==> config.mk <==
export PLATFORM = sky130hd
export DESIGN_NAME = hbridge_driver
export DESIGN_NICKNAME = d
export VERILOG_FILES = /design/src/rtl/rover_motion_pkg.sv /design/src/rtl/hbridge_driver_pwm_gen.sv /design/src/rtl/hbridge_driver.sv
export SDC_FILE = /design/constraint.sdc
export NUM_CORES = 1
export LEC_CHECK = 0
export ABC_CLOCK_PERIOD_IN_PS = 3580
export BUFFER_PORTS_ARGS = -buffer_cell sky130_fd_sc_hd__buf_2
export CORE_MARGIN = 2
export CORE_UTILIZATION = 58
export DETAILED_ROUTE_END_ITERATION = 8
export PLACE_DENSITY = 0.89
export SLEW_MARGIN = 20
export SYNTH_ARGS = -nofsm -noshare
export SYNTH_HDL_FRONTEND = slang
export SYNTH_SLANG_ARGS = --single-unit
==> constraint.sdc <==
create_clock -name clock -period 3.58 [get_ports clock]
set_input_delay 0.895 -clock clock [delete_from_list [all_inputs] [get_ports clock]]
set_output_delay 0.895 -clock clock [all_outputs]
set_load 0.02 [all_outputs]
==> src/rtl/rover_motion_pkg.sv <==
// Shared motion codes, FSM state type and code-classification helpers
// for the rover H-bridge path.
package rover_motion_pkg;

  localparam logic [3:0] INERTIAL_STOP = 4'b0000;
  localparam logic [3:0] HARD_STOP     = 4'b1111;
  localparam logic [3:0] FORWARD       = 4'b1001;
  localparam logic [3:0] REVERSE       = 4'b0110;
  localparam logic [3:0] TURN_RIGHT    = 4'b0101;
  localparam logic [3:0] TURN_LEFT     = 4'b1010;

  typedef enum logic {RUN, DEAD} state_t;

  // Bit 1 flags motor A ([3:2]), bit 0 flags motor B ([1:0]).
  function automatic logic [1:0] is_reversal(input logic [3:0] applied,
                                             input logic [3:0] requested);
    logic [1:0] rev;
    rev = 2'b00;
    for (int p = 0; p < 2; p++) begin
      rev[p] = (applied[2*p +: 2] == 2'b10 && requested[2*p +: 2] == 2'b01) ||
               (applied[2*p +: 2] == 2'b01 && requested[2*p +: 2] == 2'b10);
    end
    return rev;
  endfunction

  function automatic logic is_legal(input logic [3:0] code);
    case (code)
      INERTIAL_STOP, HARD_STOP, FORWARD, REVERSE, TURN_RIGHT, TURN_LEFT: return 1'b1;
      default: return 1'b0;
    endcase
  endfunction

endpackage

==> src/rtl/hbridge_driver_pwm_gen.sv <==
// Free-running PWM counter with one duty comparator per motor.
module pwm_gen #(
  parameter int PWM_W = 8
) (
  input  logic             clock,
  input  logic             reset_n,
  input  logic [PWM_W-1:0] duty_a,
  input  logic [PWM_W-1:0] duty_b,
  output logic             pwm_a,
  output logic             pwm_b
);

  logic [PWM_W-1:0] cnt;

  // Natural wrap from all-ones back to zero sets the period to 2**PWM_W.
  always_ff @(posedge clock or negedge reset_n) begin
    if (!reset_n) cnt <= '0;
    else          cnt <= cnt + 1'b1;
  end

  assign pwm_a = (cnt < duty_a);
  assign pwm_b = (cnt < duty_b);

endmodule

==> src/rtl/hbridge_driver.sv <==
// L298-style bridge driver: dead-time coast on motor reversal plus
// PWM-modulated enables; all outputs registered.
module hbridge_driver
  import rover_motion_pkg::*;
#(
  parameter int DEAD_CYCLES = 50_000,
  parameter int PWM_W       = 8
) (
  input  logic             clock,
  input  logic             reset_n,
  input  logic [3:0]       motion_code,
  input  logic [1:0]       enables_in,
  input  logic [PWM_W-1:0] duty_a,
  input  logic [PWM_W-1:0] duty_b,
  output logic [3:0]       h_bridge_ins,
  output logic [1:0]       enables_out,
  output logic [3:0]       previous_motion,
  output logic             in_deadtime
);

  localparam int DW = (DEAD_CYCLES > 1) ? $clog2(DEAD_CYCLES) : 1;
  localparam logic [DW-1:0] DEAD_LAST = DW'(DEAD_CYCLES - 1);

  state_t        state, state_next;
  logic [3:0]    pending, pending_next;
  logic [DW-1:0] dead_cnt, dead_cnt_next;
  logic [3:0]    ins_next, applied_next;
  logic          deadtime_next;
  logic [1:0]    en_next;
  logic          legal;
  logic          pwm_a, pwm_b;

  pwm_gen #(.PWM_W(PWM_W)) u_pwm (
    .clock   (clock),
    .reset_n (reset_n),
    .duty_a  (duty_a),
    .duty_b  (duty_b),
    .pwm_a   (pwm_a),
    .pwm_b   (pwm_b)
  );

  // Brake is never modulated; coast (including dead-time) always disables.
  function automatic logic pair_enable(input logic [1:0] pair, input logic req,
                                       input logic pwm);
    case (pair)
      2'b10, 2'b01: return req & pwm;
      2'b11:        return req;
      default:      return 1'b0;
    endcase
  endfunction

  always_ff @(posedge clock or negedge reset_n) begin
    if (!reset_n) begin
      state           <= RUN;
      pending         <= INERTIAL_STOP;
      dead_cnt        <= '0;
      h_bridge_ins    <= INERTIAL_STOP;
      previous_motion <= INERTIAL_STOP;
      in_deadtime     <= 1'b0;
      enables_out     <= 2'b00;
    end else begin
      state           <= state_next;
      pending         <= pending_next;
      dead_cnt        <= dead_cnt_next;
      h_bridge_ins    <= ins_next;
      previous_motion <= applied_next;
      in_deadtime     <= deadtime_next;
      enables_out     <= en_next;
    end
  end

  always_comb begin
    state_next    = state;
    pending_next  = pending;
    dead_cnt_next = dead_cnt;
    ins_next      = h_bridge_ins;
    applied_next  = previous_motion;
    deadtime_next = in_deadtime;
    legal         = is_legal(motion_code);

    case (state)
      RUN: begin
        if (legal) begin
          if (|is_reversal(previous_motion, motion_code)) begin
            pending_next  = motion_code;
            state_next    = DEAD;
            ins_next      = INERTIAL_STOP;
            deadtime_next = 1'b1;
            dead_cnt_next = '0;
          end else begin
            ins_next     = motion_code;
            applied_next = motion_code;
          end
        end
      end
      DEAD: begin
        // Overwriting pending does not restart the count: the bridge is already off.
        dead_cnt_next = dead_cnt + 1'b1;
        if (legal) pending_next = motion_code;
        if (legal && motion_code == HARD_STOP) begin
          state_next    = RUN;
          ins_next      = HARD_STOP;
          applied_next  = HARD_STOP;
          deadtime_next = 1'b0;
          dead_cnt_next = '0;
        end else if (dead_cnt == DEAD_LAST) begin
          state_next    = RUN;
          ins_next      = pending_next;
          applied_next  = pending_next;
          deadtime_next = 1'b0;
          dead_cnt_next = '0;
        end
      end
      default: state_next = RUN;
    endcase

    en_next = {pair_enable(ins_next[3:2], enables_in[1], pwm_a),
               pair_enable(ins_next[1:0], enables_in[0], pwm_b)};
  end

endmodule

==> impl_metrics.tcl, run 1 <==
set metrics [dict create \
    status "complete, no violations" \
    drtAntennaViolNets 0 \
    overflow 0 \
    clockRootBuffer "clkbuf_8" \
    grt_first_pass_wirelength_mm 10.6 \
    areaGrowthSynthToFinish_pct 10.1 \
    worst_pin_slew_ns 0.883 \
    numPortBuffers 34 \
    required_ns 3.79 \
    synth_ff_type "dfrtp_1" \
    grt_pass1_vias 2426 \
    coreArea_um2 4690 \
    synth_edf_count 0 \
    period_share_pct 86.3 \
    cts_hold_buf 0 \
    n_fill_cell 377 \
    grt_usage_pct 24.7 \
    antenna_found_initial 0 \
    chipWidth_um 73.7 \
    seqCellArea_um2 1000 \
    syn_nets 349 \
    routabilityCongestion 0.862 \
    antenna-diode-count 0 \
    p_per_area_nw_per_um2 588 \
    async_flop_share_pct 100 \
    drive_gt1_share_pct 18.5 \
    cts_resized 0 \
    start_util_pct 60.1 \
    max_freq_mhz 324 \
    vias 2451 \
    peakVddDrop_mv 0.415 \
    yosys_register_bits 40 \
    clkSlewWorstSetupHoldPaths_ns 0.08 \
    relSlewSlack_pct 41.1 \
    nNetsFinal 379 \
    hpwlAfterDp_mm 4.36 \
    drt_iter0_drc 235 \
    synth_warnings 0 \
    utilization_pct 66.1 \
    critPathMaxFanout 18 \
    vias_per_cell 6.28 \
    setup.worst_path.start_class "primary input" \
    p_total_mw 1.82 \
    synth_area_per_cell_um2 9.24 \
    p_leak_nw 1.44 \
    routedWlPerCell_um 15.5 \
    hold_slack_ns 0.510 \
    dieArea_um2 5430 \
    fin_crit_ns 3.09 \
    first_pass_iters 4 \
    drt_wl_total_mm 6.04 \
    numCtsBuffers 5 \
    grt_max_degree 41 \
    fp-row-count 25 \
    critical_path_arrival_ns 3.30 \
    htree_levels 2 \
    syn_area_um2 2820 \
    clock-sinks 40 \
    cts_tree "done" \
    rsz0062_at_grt "no" \
    cts_max_path_buffers 2 \
    placed_area_um2 3020 \
    crit_type "primary input to register" \
    min_path_type "register to register" \
    final_cell_count_no_fill 390 \
    clkLatencyLatePin_ns 0.29 \
    ys_seq_area_share_pct 35.5 \
    multi_input_area_um2 1650 \
    dp_cells 382 \
    finClkSkew_ns 0.0108 \
    die_h_um 73.7 \
    crit_path_end_kind "register" \
    final-setup-viol-count 0 \
    finalSetupTns_ns 0 \
    num_io_pins 35 \
    pre_cts_ws_ns 0.195 \
    synth.distinct_cells 61 \
    setup_slack_ns 0.491 \
    drc 0 \
    syn_inst 305 \
    slew_violations 0 \
    post_cts_buffers 0 \
    stdcell_area_um2 3100 \
    maxCapViolCount 0 \
    hold_viol 0 \
]
[worst max-delay path, stage by stage]
cell      delay (ns)
buf_2           0.20
or3_1           0.39
o221a_1         0.30
nor3_4          0.38
nand2_1         0.16
a211o_1         0.29
ha_1            0.27
a31oi_1         0.07
a21oi_1         0.11
nand3b_1        0.08
a31oi_1         0.14
[report_power, final]
part	switching, mW	internal (mW)
logic	0.454	0.390
registers	0.131	0.553
clock network	0.157	0.139
[synthesized netlist by cell type (6+ instances only)]
| master | n | share of area [%] |
|---|---|---|
| dfrtp_1 | 40 | 36 |
| nand2_1 | 24 | 3.2 |
| inv_1 | 22 | 2.9 |
| ha_1 | 20 | 8.9 |
| a21oi_1 | 14 | 2.5 |
| clkbuf_1 | 12 | 1.6 |
| nand3_1 | 12 | 2.1 |
| o21ai_0 | 12 | 2.1 |
| nor2_1 | 11 | 1.5 |
| nand2b_1 | 10 | 2.2 |
| mux2i_1 | 8 | 2.8 |
| a21o_1 | 7 | 1.9 |
| a31oi_1 | 7 | 1.6 |
| nor3_1 | 7 | 1.2 |
| or3_1 | 6 | 1.3 |
| xnor2_1 | 6 | 1.9 |
[metal layers]
metal	wire length (um)	GRT usage, %
met1	2700	32.3
met3	316	6.04
met5	0	0
met2	2970	40.3
met4	48	7.88
[final timing paths]
check | startpoint | slack, ns | end | cells after the start
worst min-delay path | u_pwm.cnt[0] | 0.51 | u_pwm.cnt[0] | 1
min in group asynchronous | reset_n | 0.73 | dead_cnt[13] | 1
worst min register to register | u_pwm.cnt[0] | 0.51 | u_pwm.cnt[0] | 1
worst max register to register | dead_cnt[10] | 0.67 | enables_out[0] | 9
max in group asynchronous | reset_n | 2.30 | dead_cnt[10] | 1
worst max-delay path | motion_code[0] | 0.49 | enables_out[1] | 11
[final cells by class]
cell class | count | area share [%]
multi-input cells | 225 | 53.1
flip-flops and latches | 40 | 32.3
repair buffers | 40 | 6.94
inverters | 23 | 2.78
clock buffers | 7 | 2.46
well taps | 54 | 2.18
clock inverters | 1 | 0.282
[cells in the final DEF (no fill, tap or decap), types with 3 or more instances in the layout]
cell / instances
inv_1: 22
or3_1: 6
o221a_2: 3
a21oi_1: 14
nand3_1: 12
nor3_1: 7
a2bb2oi_1: 5
a21o_1: 7
ha_1: 20
xnor2_1: 6
clkbuf_8: 5
nor2_1: 11
nand4_1: 3
or2_2: 3
nand2_1: 24
o22ai_1: 3
mux2_2: 5
nand2b_1: 10
dfrtp_1: 40
o21ai_0: 12
a31oi_1: 7
o221ai_1: 5
buf_2: 34
a22o_1: 5
buf_4: 6
o21bai_1: 3
or4bb_1: 4
a22oi_1: 5
mux2i_1: 8
[state kept, by name (all words and copies together) (netlist names)]
register / flops
state: 1
enables_out: 2
pending: 4
previous_motion: 4
h_bridge_ins: 4
u_pwm.cnt: 8
dead_cnt: 16
in_deadtime: 1
[cells by family after synthesis]
logic type,after synthesis,share of synthesized area [%]
DFF,40,35.5
and+or+nand+nor,94,18.9
AOI/OAI and AO/OA,90,23.4
xor gates and xnor gates,8,2.49
adders and majority gates,20,8.88
muxes,13,4.84
buffers and inverters,40,5.99
No activity file was read; power rests on OpenSTA's default activity.
==> run 2, diff against run 1 <==
--- a/config.mk
+++ b/config.mk
@@ -5,7 +5,6 @@
 export SDC_FILE = /design/constraint.sdc
 export NUM_CORES = 1
 export LEC_CHECK = 0
-export ABC_CLOCK_PERIOD_IN_PS = 3580
 export BUFFER_PORTS_ARGS = -buffer_cell sky130_fd_sc_hd__buf_2
 export CORE_MARGIN = 2
 export CORE_UTILIZATION = 58
==> constraint.sdc (replaced) <==
create_clock -name clock -period 3 [get_ports clock]
set_input_delay 0.75 -clock clock [delete_from_list [all_inputs] [get_ports clock]]
set_output_delay 0.75 -clock clock [all_outputs]
set_load 0.02 [all_outputs]
==> run 2 against run 1 <==
- via count grew 3.8%
- non-clock buffer count is 23 higher
- setup slack lost 0.38 ns
- critical endpoint is now enables_out[0]
- cell count up 5.9%
- largest power group unchanged
==> impl_metrics.tcl, run 2 (synthesis results as in run 1) <==
set metrics [dict create \
    status "complete, no violations" \
    drt_iter0_drc 248 \
    clock-sinks 40 \
    crit_path_cell_trace "or4bb_1 -> nor4_4 -> nand3_1 -> o21bai_1 -> o211a_1 -> ha_1 -> and4b_1 -> o21ai_0 -> o21a_1" \
    p_per_area_nw_per_um2 716 \
    top_register "dead_cnt" \
    maxCapViolCount 0 \
    chipWidth_um 73.7 \
    required_ns 3.19 \
    antenna_found_initial 0 \
    cts_hold_buf 0 \
    setup.worst_path.start_class "register" \
    cpLargestDelayFamily "simple AND/OR/NAND/NOR gates" \
    first_pass_iters 4 \
    clockRootBuffer "clkbuf_8" \
    largest_reg_flops 16 \
    critical_path_arrival_ns 3.08 \
    crit_buf_inv 0 \
    numCtsBuffers 5 \
    die_h_um 73.7 \
    crit_start "dead_cnt[12]" \
    grt_pass1_vias 2497 \
    hold_viol 0 \
    reg2reg_from "dead_cnt[12]" \
    critPathMaxFanout 5 \
    drtAntennaViolNets 0 \
    vias_per_cell 6.16 \
    nNetsFinal 402 \
    period_share_pct 96.4 \
    stdcell_area_um2 3330 \
    final_common_cell "dfrtp_1" \
    clkLatencyLatePin_ns 0.29 \
    relSlewSlack_pct 41.2 \
    antenna-diode-count 0 \
    htree_levels 2 \
    mostFrequentLayoutCells "40 x dfrtp_1, 34 x buf_2, 29 x buf_4" \
    areaGrowthSynthToFinish_pct 18.1 \
    final-setup-viol-count 0 \
    drc 0 \
    routabilityCongestion 0.873 \
    worstHoldStart "in_deadtime" \
    p_total_mw 2.38 \
    crit_path_max_incr_delay_ns 0.57 \
    finClkSkew_ns 0.00813 \
    grt_usage_pct 25.7 \
    routedWlPerCell_um 15.7 \
    slew_violations 0 \
    cts_tree "done" \
    start_util_pct 60.1 \
    peakVddDrop_mv 0.515 \
    grt_first_pass_wirelength_mm 10.9 \
    worst-r2r-setup-slack_ns 0.11 \
    worst_pin_slew_ns 0.882 \
    crit_type "register to register" \
    hpwlAfterDp_mm 4.72 \
    placed_area_um2 3180 \
    fin_crit_ns 2.89 \
    grt_max_degree 41 \
    overflow 0 \
    coreArea_um2 4690 \
    fp-row-count 25 \
    min_path_type "register to register" \
    numPortBuffers 34 \
    crit_path_end_kind "register" \
    cts_max_path_buffers 2 \
    drt_wl_total_mm 6.50 \
    hold_slack_ns 0.507 \
    clkSlewWorstSetupHoldPaths_ns 0.08 \
    drive_gt1_share_pct 24.2 \
    n_fill_cell 343 \
    num_io_pins 35 \
    max_freq_mhz 346 \
    p_leak_nw 1.59 \
    vias 2544 \
    cp_slowest_cell "or4bb_1" \
    top_regs "dead_cnt x16, u_pwm.cnt x8" \
    dieArea_um2 5430 \
]
## run 2: cell type report
cell class	count	area [um^2]	area share, %
clock inverter	1	30.0	0.902
inverter	23	86.3	2.59
clock buffer	7	96.3	2.89
timing repair buffer	63	388	11.7
tap	54	67.6	2.03
sequential	40	1000	30.1
multi-input combinational	225	1660	49.8
## run 2: stage by stage
step	worst slack, ns	TNS (ns)	util, %	cells
6_report	0.109	0	70.9	413
5_1_grt	-0.0547	-0.0547	70.9	413
4_1_cts	0.0475	0	70.5	412
3_5_place_dp	-0.107	-0.173	67.8	404
3_3_place_gp	-0.0206	-0.0206	67.8	404
2_1_floorplan	-0.0204	-0.0204	-	305
## run 2: timing repair
action                     CTS  global route
gates resized for setup      0             2
setup endpoints to repair    0             2
setup buffers                0             1
## run 2: worst reg2reg max path, delay by kind of cell (launching register included)
family          cells  cell delay (ns)
compound gates      4             0.72
simple gates        4             1.44
fa+ha+maj           1             0.21
flops               1             0.42
## run 2: power breakdown
part	switching (mW)	leakage [nW]	internal [mW]	total, mW
clock	0.188	0.0645	0.294	0.481
sequential	0.160	0.512	0.660	0.820
combinational	0.571	1.01	0.510	1.08
## run 2: path summary, 6_finish.rpt
check | to | cells past startpoint
worst max-delay path | enables_out[0] | 9
worst min-delay path | in_deadtime | 2
worst max register to register | enables_out[0] | 9
worst min register to register | in_deadtime | 2
max in group asynchronous | h_bridge_ins[3] | 1
min in group asynchronous | dead_cnt[13] | 1
## run 2: per-layer routing
metal | share of wire [%] | vias up | global-route usage, %
met1 | 44 | 1222 | 32.3
li1 | - | 1237 | -
met3 | 5.1 | 11 | 4.94
met5 | 0 | - | 0
met2 | 50 | 74 | 43.7
met4 | 1.1 | 0 | 9.49
==> run 3, diff against run 2 <==
--- a/config.mk
+++ b/config.mk
@@ -7,9 +7,9 @@
 export LEC_CHECK = 0
 export BUFFER_PORTS_ARGS = -buffer_cell sky130_fd_sc_hd__buf_2
 export CORE_MARGIN = 2
-export CORE_UTILIZATION = 58
+export CORE_UTILIZATION = 35
 export DETAILED_ROUTE_END_ITERATION = 8
-export PLACE_DENSITY = 0.89
+export PLACE_DENSITY = 0.62
 export SLEW_MARGIN = 20
 export SYNTH_ARGS = -nofsm -noshare
 export SYNTH_HDL_FRONTEND = slang
==> run 3 against run 2 <==
- combinational power hardly changed
- via count is 1.5% lower
- utilization is 27 points lower
- cell count is 12% higher
- setup slack better by 0.093 ns
- register-to-register slack better by 0.09 ns
- total power hardly changed
- count of clock-buffer cells in the layout stayed put
- sequential power is 1% lower
- clock skew hardly changed
- flip-flop and latch count stayed put
- clock power is 2% higher
==> impl_metrics.tcl, run 3 (synthesis results as in run 1) <==
set metrics [dict create \
    status "complete, no violations" \
    cts_resized 0 \
    clkSlewWorstSetupHoldPaths_ns 0.08 \
    critical_path_arrival_ns 2.99 \
    clockRootBuffer "clkbuf_8" \
    dp_cells 453 \
    p_per_area_nw_per_um2 704 \
    htree_levels 2 \
    finClkSkew_ns 0.00849 \
    num_io_pins 35 \
    top_register "dead_cnt" \
    antenna-diode-count 0 \
    period_share_pct 93.3 \
    routedWlPerCell_um 14.5 \
    start_util_pct 36.3 \
    top_regs "dead_cnt x16, u_pwm.cnt x8" \
    min_path_type "register to register" \
    peakVddDrop_mv 0.354 \
    cts_tree "done" \
    maxCapViolCount 0 \
    utilization_pct 43.6 \
    nNetsFinal 402 \
    fp-row-count 32 \
    numCtsBuffers 5 \
    relSlewSlack_pct 39.4 \
    final_common_cell "dfrtp_1" \
    placed_area_um2 3250 \
    vias_per_cell 5.44 \
    drt_wl_total_mm 6.70 \
    routabilityCongestion 0.877 \
    grt_usage_pct 16.2 \
    numPortBuffers 34 \
    n_fill_cell 793 \
    post_cts_buffers 0 \
    grt_max_degree 41 \
    vias 2507 \
    die_h_um 93.7 \
    grt_first_pass_wirelength_mm 11.6 \
    drc 0 \
    mostFrequentLayoutCells "40 x dfrtp_1, 34 x buf_2, 29 x buf_4" \
    required_ns 3.19 \
    antenna_found_initial 0 \
    chipWidth_um 93.7 \
    clock-sinks 40 \
    hold_viol 0 \
    hpwlAfterDp_mm 5.02 \
    largest_reg_flops 16 \
    overflow 0 \
    worst_pin_slew_ns 0.909 \
    rsz0062_at_grt "no" \
    finalSetupTns_ns 0 \
    areaGrowthSynthToFinish_pct 20.2 \
    grt_pass1_vias 2507 \
    drt_iter0_drc 149 \
    max_freq_mhz 357 \
    stdcell_area_um2 3390 \
    first_pass_iters 4 \
    cts_hold_buf 0 \
    crit_type "register to register" \
    dieArea_um2 8780 \
    slew_violations 0 \
    final_cell_count_no_fill 461 \
    p_total_mw 2.38 \
    drive_gt1_share_pct 24.2 \
    p_leak_nw 1.59 \
    final-setup-viol-count 0 \
    setup.worst_path.start_class "register" \
    coreArea_um2 7770 \
    fin_crit_ns 2.80 \
    cts_max_path_buffers 2 \
    critPathMaxFanout 5 \
    drtAntennaViolNets 0 \
    crit_path_end_kind "register" \
    clkLatencyLatePin_ns 0.30 \
]
[run 3: worst paths after layout]
path	slack (ns)	depth (start not counted)	to	startpoint
setup / recovery	0.20	9	enables_out[0]	dead_cnt[5]
hold / removal	0.51	1	u_pwm.cnt[0]	u_pwm.cnt[0]
setup reg to reg	0.20	9	enables_out[0]	dead_cnt[5]
hold reg to reg	0.51	1	u_pwm.cnt[0]	u_pwm.cnt[0]
max in group asynchronous	1.86	1	dead_cnt[1]	reset_n
min in group asynchronous	0.58	1	dead_cnt[14]	reset_n
[run 3: worst max-delay path: stages, from the launching register on]
cell      delay (ns)
dfrtp_1         0.43
or4bb_1         0.54
nor4_4          0.36
nand3_1         0.22
o21bai_1        0.28
o211a_1         0.17
ha_1            0.21
and4b_1         0.23
o21ai_0         0.07
o21a_1          0.17
[run 3: layout make-up]
cell class	count	area, um^2	area share [%]
clock buffers	7	96.3	2.85
clock inverters	1	30.0	0.887
inverters	23	86.3	2.55
multi-input cells	225	1660	48.9
flip-flops and latches	40	1000	29.6
well taps	102	128	3.77
repair buffers	63	388	11.5
[run 3: per-stage QoR]
stage | hold WS [ns] | setup slack [ns]
after floorplan | 0.454 | -0.0204
after global placement | 0.493 | -0.0165
after detailed placement | 0.501 | -0.0568
after CTS | 0.517 | 0.110
after global routing | 0.539 | 0.00123
final | 0.513 | 0.202
[run 3: power by group]
part | leakage [nW] | switching, mW | internal (mW)
sequential | 0.512 | 0.149 | 0.660
clock | 0.0645 | 0.197 | 0.294
combinational | 1.01 | 0.566 | 0.517
total | 1.59 | 0.912 | 1.47
[run 3: layer usage]
| metal | track usage (%) | vias to the layer above | wire length [um] |
|---|---|---|---|
| met4 | 2.54 | 0 | 46 |
| met5 | 0 | - | 0 |
| met2 | 28.1 | 41 | 3210 |
| li1 | - | 1235 | - |
| met1 | 21.4 | 1225 | 3240 |
| met3 | 3.05 | 6 | 199 |
